`src/rtl/spi_p2s_master.sv`:
```
// spi_p2s_master: parallel-to-serial SPI mode-0 transmitter.
// Takes one word over a valid/ready handshake and sends it MSB-first on
// mosi, framed by an active-high spi_enable, with sclk idling low.
// A frame spans CLK_DIV*(2*DATA_WIDTH+2) clocks: CLK_DIV clocks of lead-in,
// DATA_WIDTH full sclk periods, and CLK_DIV clocks of trailing enable.
module spi_p2s_master #(
    parameter int DATA_WIDTH = 8,
    parameter int CLK_DIV    = 2
) (
    input  logic                  clk,
    input  logic                  reset,
    input  logic [DATA_WIDTH-1:0] tx_data,
    input  logic                  tx_valid,
    output logic                  tx_ready,
    output logic                  sclk,
    output logic                  mosi,
    output logic                  spi_enable,
    output logic                  done
);

    typedef enum logic [1:0] {IDLE, LEAD, SHIFT, TRAIL} state_t;

    localparam int CNT_W = $clog2(DATA_WIDTH);
    localparam int DIV_W = (CLK_DIV > 1) ? $clog2(CLK_DIV) : 1;
    localparam logic [DIV_W-1:0] DIV_LAST = DIV_W'(CLK_DIV - 1);
    localparam logic [CNT_W-1:0] CNT_MSB  = CNT_W'(DATA_WIDTH - 1);

    state_t                state;
    logic [DATA_WIDTH-1:0] shreg;
    logic [CNT_W-1:0]      bit_cnt;
    logic [DIV_W-1:0]      div_cnt;
    logic                  tail;     // last bit has had its falling edge
    logic                  div_end;

    assign div_end = (div_cnt == DIV_LAST);

    // Frame sequencer: handshake, half-period divider, shifting and framing.
    // NOTE: all state updates use non-blocking assignments so every register
    // sees the pre-edge values of the others; reset is asynchronous and
    // active-low, and it clears the whole datapath including the shift register.
    always_ff @(posedge clk or negedge reset) begin
        if (!reset) begin
            state      <= IDLE;
            shreg      <= '0;
            bit_cnt    <= '0;
            div_cnt    <= '0;
            tail       <= 1'b0;
            sclk       <= 1'b0;
            mosi       <= 1'b0;
            spi_enable <= 1'b0;
            done       <= 1'b0;
            tx_ready   <= 1'b1;
        end else begin
            done <= 1'b0;
            case (state)
                IDLE: begin
                    div_cnt <= '0;
                    if (tx_valid) begin
                        shreg      <= tx_data;
                        bit_cnt    <= CNT_MSB;
                        tail       <= 1'b0;
                        mosi       <= tx_data[DATA_WIDTH-1];
                        spi_enable <= 1'b1;
                        tx_ready   <= 1'b0;
                        state      <= LEAD;
                    end
                end
                LEAD: begin
                    // Data setup before the first rising edge.
                    if (div_end) begin
                        div_cnt <= '0;
                        sclk    <= 1'b1;
                        state   <= SHIFT;
                    end else begin
                        div_cnt <= div_cnt + 1'b1;
                    end
                end
                SHIFT: begin
                    if (!div_end) begin
                        div_cnt <= div_cnt + 1'b1;
                    end else begin
                        div_cnt <= '0;
                        if (sclk) begin
                            // Falling edge: present the next bit while sclk is low.
                            sclk <= 1'b0;
                            if (bit_cnt != '0) begin
                                shreg   <= shreg << 1;
                                mosi    <= shreg[DATA_WIDTH-2];
                                bit_cnt <= bit_cnt - 1'b1;
                            end else begin
                                tail <= 1'b1;
                            end
                        end else if (tail) begin
                            // Last low half-period done; frame holds whole sclk periods.
                            state <= TRAIL;
                        end else begin
                            sclk <= 1'b1;
                        end
                    end
                end
                TRAIL: begin
                    if (div_end) begin
                        div_cnt    <= '0;
                        tail       <= 1'b0;
                        spi_enable <= 1'b0;
                        done       <= 1'b1;
                        tx_ready   <= 1'b1;
                        mosi       <= 1'b0;
                        state      <= IDLE;
                    end else begin
                        div_cnt <= div_cnt + 1'b1;
                    end
                end
                default: state <= IDLE;
            endcase
        end
    end

endmodule
```
`config.mk`:
```
export PLATFORM = sky130hd
export DESIGN_NAME = spi_p2s_master
export DESIGN_NICKNAME = d
export VERILOG_FILES = /design/src/rtl/spi_p2s_master.sv
export SDC_FILE = /design/constraint.sdc
export NUM_CORES = 1
export LEC_CHECK = 0
export CAP_MARGIN = 40
export CORE_AREA = 2 2 47 49
export CTS_CLUSTER_DIAMETER = 150
export CTS_CLUSTER_SIZE = 8
export DETAILED_ROUTE_END_ITERATION = 7
export DIE_AREA = 0 0 49 51
export PLACE_DENSITY = 0.87
export SYNTH_ARGS = -nofsm -noshare
export SYNTH_HDL_FRONTEND = slang
export SYNTH_SLANG_ARGS = --single-unit
export TNS_END_PERCENT = 1
```
`constraint.sdc`:
```
create_clock -name clk -period 2.98 [get_ports clk]
set_input_delay 0.596 -clock clk [delete_from_list [all_inputs] [get_ports clk]]
set_output_delay 0.596 -clock clk [all_outputs]
set_load 0.05 [all_outputs]
```
======== Word-level counts from Yosys, hierarchy flattened ========
Cells that the tools add are included.
Widths: inputs -> output; s select.
word-level totals
  register bits after elaboration ......... 19
  latch bits .............................. 0
  RAM bits ................................ 0
  ROM bits ................................ 0
  input port bits ......................... 11
  output and inout bits ................... 5
  word-level logic and storage cells ...... 77
  memories ................................ 0
operators by class
  $add $sub $neg .......................... 2
  multipliers ............................. 0
  div/mod/pow operators ................... 0
  magnitude comparators ................... 0
  equality and inequality tests ........... 12
  shifts and indexed selects .............. 0
  mux-type cells .......................... 40
  bitwise logic cells ..................... 0
  reductions and logical operators ........ 13
operators with widths
  kind                 count
  $mux 7               4
  $ne 2x2->1 const B   9
  $reduce_and 6->1     3
  $mux 1               17
  $pmux 7 s2           1
  $mux 2               6
  $mux 3               4
  $pmux 1 s2           4
  $pmux 2 s4           1
  $pmux 1 s3           2
  $pmux 3 s2           1
  $reduce_and 3->1     2
  $reduce_bool 2->1    3
  $reduce_bool 3->1    2
  $reduce_and 5->1     1
  $eq 2x2->1 const B   2
  $reduce_or 3->1      1
  $sub 3x1->3 const B  1
  $eq 2x1->1 const B   1
  $logic_not 2->1      1
  $add 1x1->1 const B  1

======== Depth between registers and ports, before layout ========
  word-level depth ........................ 5
  depth in mapped cells ................... 6
  depth with buffers taken out ............ 6

======== Worst setup path after synthesis ========
Ideal clock, no wire load.
  kind .................................... register to register
  from .................................... register state[0]
  to ...................................... register tail
  setup time .............................. 0.125 ns
  arrival ................................. 1.687 ns
  required time ........................... 2.855 ns
  slack ................................... 1.168 ns
  cell stages (with the launch flop) ...... 7
  buffers on the path ..................... 0
  clock period less this slack ............ 1.812 ns
  path through ............................ dfrtp_1 inv_1 ha_1 nor2b_1 a21o_1 a2111oi_2 mux2_2
between the ends
  longest elaborated chain between the ends .. 3
  elaborated cells between the ends (all ways) .. 11
  classes of those cells .................. eq/ne (7); mux (1); reduce/logical (3)
RTL lines
  item                                                              RTL line  text
  start, declared                                                   28        state_t state;
  start signal, assigned                                            43        state <= IDLE;
  start signal, assigned                                            65        state <= LEAD;
  start signal, assigned                                            73        state <= SHIFT;
  $eq 2x2->1 or $logic_not 2->1 (tied branches)                     55        case (state)
  $ne 2x2->1 (no source line) or $reduce_bool 3->1 (tied branches)  --
  $reduce_and 6->1 (no source line)                                 --
  end signal, assigned                                              47        tail <= 1'b0;
  end signal, assigned                                              61        tail <= 1'b0;
  end signal, assigned                                              91        tail <= 1'b1;
  end, declared                                                     32        logic tail;
Several ways; a longest one is shown, not always the timed one.
A chain may end at the register's enable or synchronous reset.

======== Final worst setup path ========
  from .................................... register state[0]
  to ...................................... register shreg[3]
between the ends
  longest elaborated chain between the ends .. 3
  elaborated cells between the ends (all ways) .. 9
  classes of those cells .................. eq/ne (5); mux (1); reduce/logical (3)
RTL lines
  item                                                              RTL line  text
  $eq 2x2->1 or $logic_not 2->1 (tied branches)                     55
  $ne 2x2->1 (no source line) or $reduce_bool 2->1 (tied branches)  --
  $reduce_and 5->1 (no source line)                                 --
  end signal, assigned                                              59        shreg <= tx_data;
  end signal, assigned                                              87        shreg <= shreg << 1;
  end, declared                                                     29        logic [DATA_WIDTH-1:0] shreg;
Several ways; a longest one is shown, not always the timed one.

==> run summary <==
CTS Hold Buffers Added: 0
pin count of the biggest net entering global routing: 15
Antenna Nets Post-Route: 0
filler cell count: 186
GRT overflow: 0
Initial Utilization: 50.88%
Max-cap violations: 0
Clock Latency Late Sink: 0.29 ns
Syn-to-layout area delta: 20.86%
part of the Yosys area used for sequential elements: 45.41%
DRC marker count from the first detailed-route iteration: 3
multiplexer share of the synthesized area: 20.26%
IO Count: 16
DRT Pass-1 Iters: 4
CTS buffer count: 3
RSZ-0062 raised after global routing: false
total power: 1.484 mW
cts repair resizes: 0
final worst-path cycle share: 78.25%
clock buffer depth: 2
Synth Area in XOR/XNOR: 0%
Mapped Area: 1050 um^2
vias per cell: 5.239
dpl hpwl: 1433 um
Synth Flop Type: dfrtp_1
Post-Synth Simple-Gate Area: 8.582%
CTS sink cnt: 19
number of buffers added for setup after CTS: 0
H-tree depth: 1
Die Area: 2499 um^2
achievable frequency: 0.4289 GHz
vias in the first global route: 712
number of remaining DRC errors: 0
run status: finished, final reports clean
Seq cells post-synth: 19
library cells used by synthesis: 26
slew at the pin closest to its max-slew limit: 0.5427 ns
Nets: 130
Hold WC Path Type: flip-flop to flip-flop
Yosys top cell by area: dfrtp_1
min cycle time layout: 2.332 ns
Post-synth EDFFs: 0
initial antenna violation count: 0
worst vdd ir: 0.0006681 V
post-synth top area share: 42.91%
DIE HEIGHT: 51 um
Setup Skew: 0.005094 ns
Storage cell area: 476.7 um^2
Placer Congestion: 0.8181
FP Rows: 17
core area: 2063 um^2
Mean Syn Cell Area: 11.41 um^2
Final Setup Violations: 0
GRT Total Usage: 16.33%
area of the multi-input gates: 531.8 um^2
Lkg Pwr: 0.5542 nW
global-route wire length before repair: 3063 um
syn nets: 111
Final Hold Fails: 0
max-slew violations: 0
share of cells above drive strength 1: 23.64%
Cell Pwr Density: 1170 nW/um^2
post-synthesis compound-gate area fraction: 12.28%
Routed WL: 1780 um
maximum fanout along the worst path: 14
CP required: 3.16 ns
n_diodes: 0
Root Driver: clkbuf_4
Die W: 49 um
TritonCTS clock tree: yes
Synth Area in Adders: 9.535%
crit path DAT: 2.51 ns
Yosys Warn Count: 0
largest family of logic cells by synthesized area: multiplexers
via count: 723
ys async rst share: 100.0%
input/output buffers: 15
TNS Setup: 0 ns
worst relative slew slack: 63.82%
endpoint class of the critical path: flip-flop
startpoint types: flip-flop
dominant cells by area after synthesis: dfrtp_1 (43%), mux2_2 (19%), ha_1 (9.5%)
cells after synthesis: 92
Worst-path clk slew: 0.11 ns
WS Path Type: flip-flop to flip-flop
Avg WL per Cell: 12.90 um
## worst max-delay path: stages (launching register included)
cell and delay [ns]:
dfrtp_1 0.44, inv_1 0.15, ha_1 0.52, mux2i_1 0.24
nor3_4 0.48, mux2_2 0.39
## logic make-up (layout without fill, tap and decap cells)
kind of cell | Yosys count | count (layout)
AOI/OAI and AO/OA | 18 | 18
muxes | 19 | 19
buffers and inverters | 11 | 29
adders and majority gates | 8 | 8
DFF | 19 | 19
and+or+nand+nor | 17 | 17
## per-stage QoR
step	setup slack (ns)	hold slack, ns	area, um^2	cells	util [%]
2_1_floorplan	1.168	0.3004	1050	92	-
3_3_place_gp	0.7951	0.4858	1227	133	59.49
3_5_place_dp	0.6710	0.4959	1242	134	60.22
4_1_cts	0.6273	0.5196	1269	138	61.49
5_1_grt	0.4618	0.5414	1269	138	61.49
6_report	0.6482	0.5137	1269	138	61.49
## flip-flops by register name (all words and copies together), names as in the netlist
name	cells
sclk	1
mosi	1
div_cnt	1
done	1
spi_enable	1
bit_cnt	3
state	2
tail	1
shreg	7
tx_ready	1
## synth_stat cells (2+ instances only)
library cell  count
a21oi_1           4
clkbuf_1          2
dfrtp_1          18
ha_1              8
inv_1             9
mux2_2           18
nand2_1           7
nor2_1            3
nor2b_1           2
o21ai_0           5
## metal layers
layer | global-route usage [%] | routed length, um | up-vias
li1 | - | - | 360
met1 | 17.92 | 784 | 349
met2 | 30.82 | 940 | 14
met3 | 3.801 | 56 | 0
met4 | 5.714 | 0 | 0
met5 | 0 | 0 | -
## power by group
group / internal [mW] / switching (mW)
registers: 0.389 / 0.0846
logic: 0.424 / 0.459
clock network: 0.0520 / 0.0755
total: 0.865 / 0.619
## cell type report
cell class                 instances  share of cell area, %
tap                               28                  2.761
timing repair buffer              16                  13.02
multi-input combinational         62                  41.91
inverter                           9                  2.663
clock buffer                       4                  2.071
sequential                        19                  37.57
## worst paths after layout
check,from,end,slack [ns],depth (start not counted)
max,state[0],shreg[3],0.65,5
min,mosi,mosi,0.51,1
max reg2reg,state[0],shreg[3],0.65,5
min reg2reg,mosi,mosi,0.51,1
max in group asynchronous,reset,bit_cnt[1],1.99,2
min in group asynchronous,reset,div_cnt,0.58,1
## cell usage in the layout (no fill, tap or decap)
cell and n:
mux2_2 18, o32a_1 1, nand2_1 7, a2111oi_0 1, o21ai_0 5, nor2_1 3
a2111oi_2 1, clkbuf_1 1, dfstp_2 1, nand2b_1 1, buf_8 1, ha_1 8
nor3_4 1, and3_1 1, nor3_1 1, nor2b_1 2, nor4_1 1, o22ai_1 1
a21o_1 1, o211ai_1 1, dfrtp_1 18, a21oi_1 4, clkdlybuf4s50_1 15, a22o_1 1
a2bb2oi_1 1, inv_1 9, clkbuf_4 3, mux2i_1 1, o221a_2 1
No activity file was read; power rests on OpenSTA's default activity.
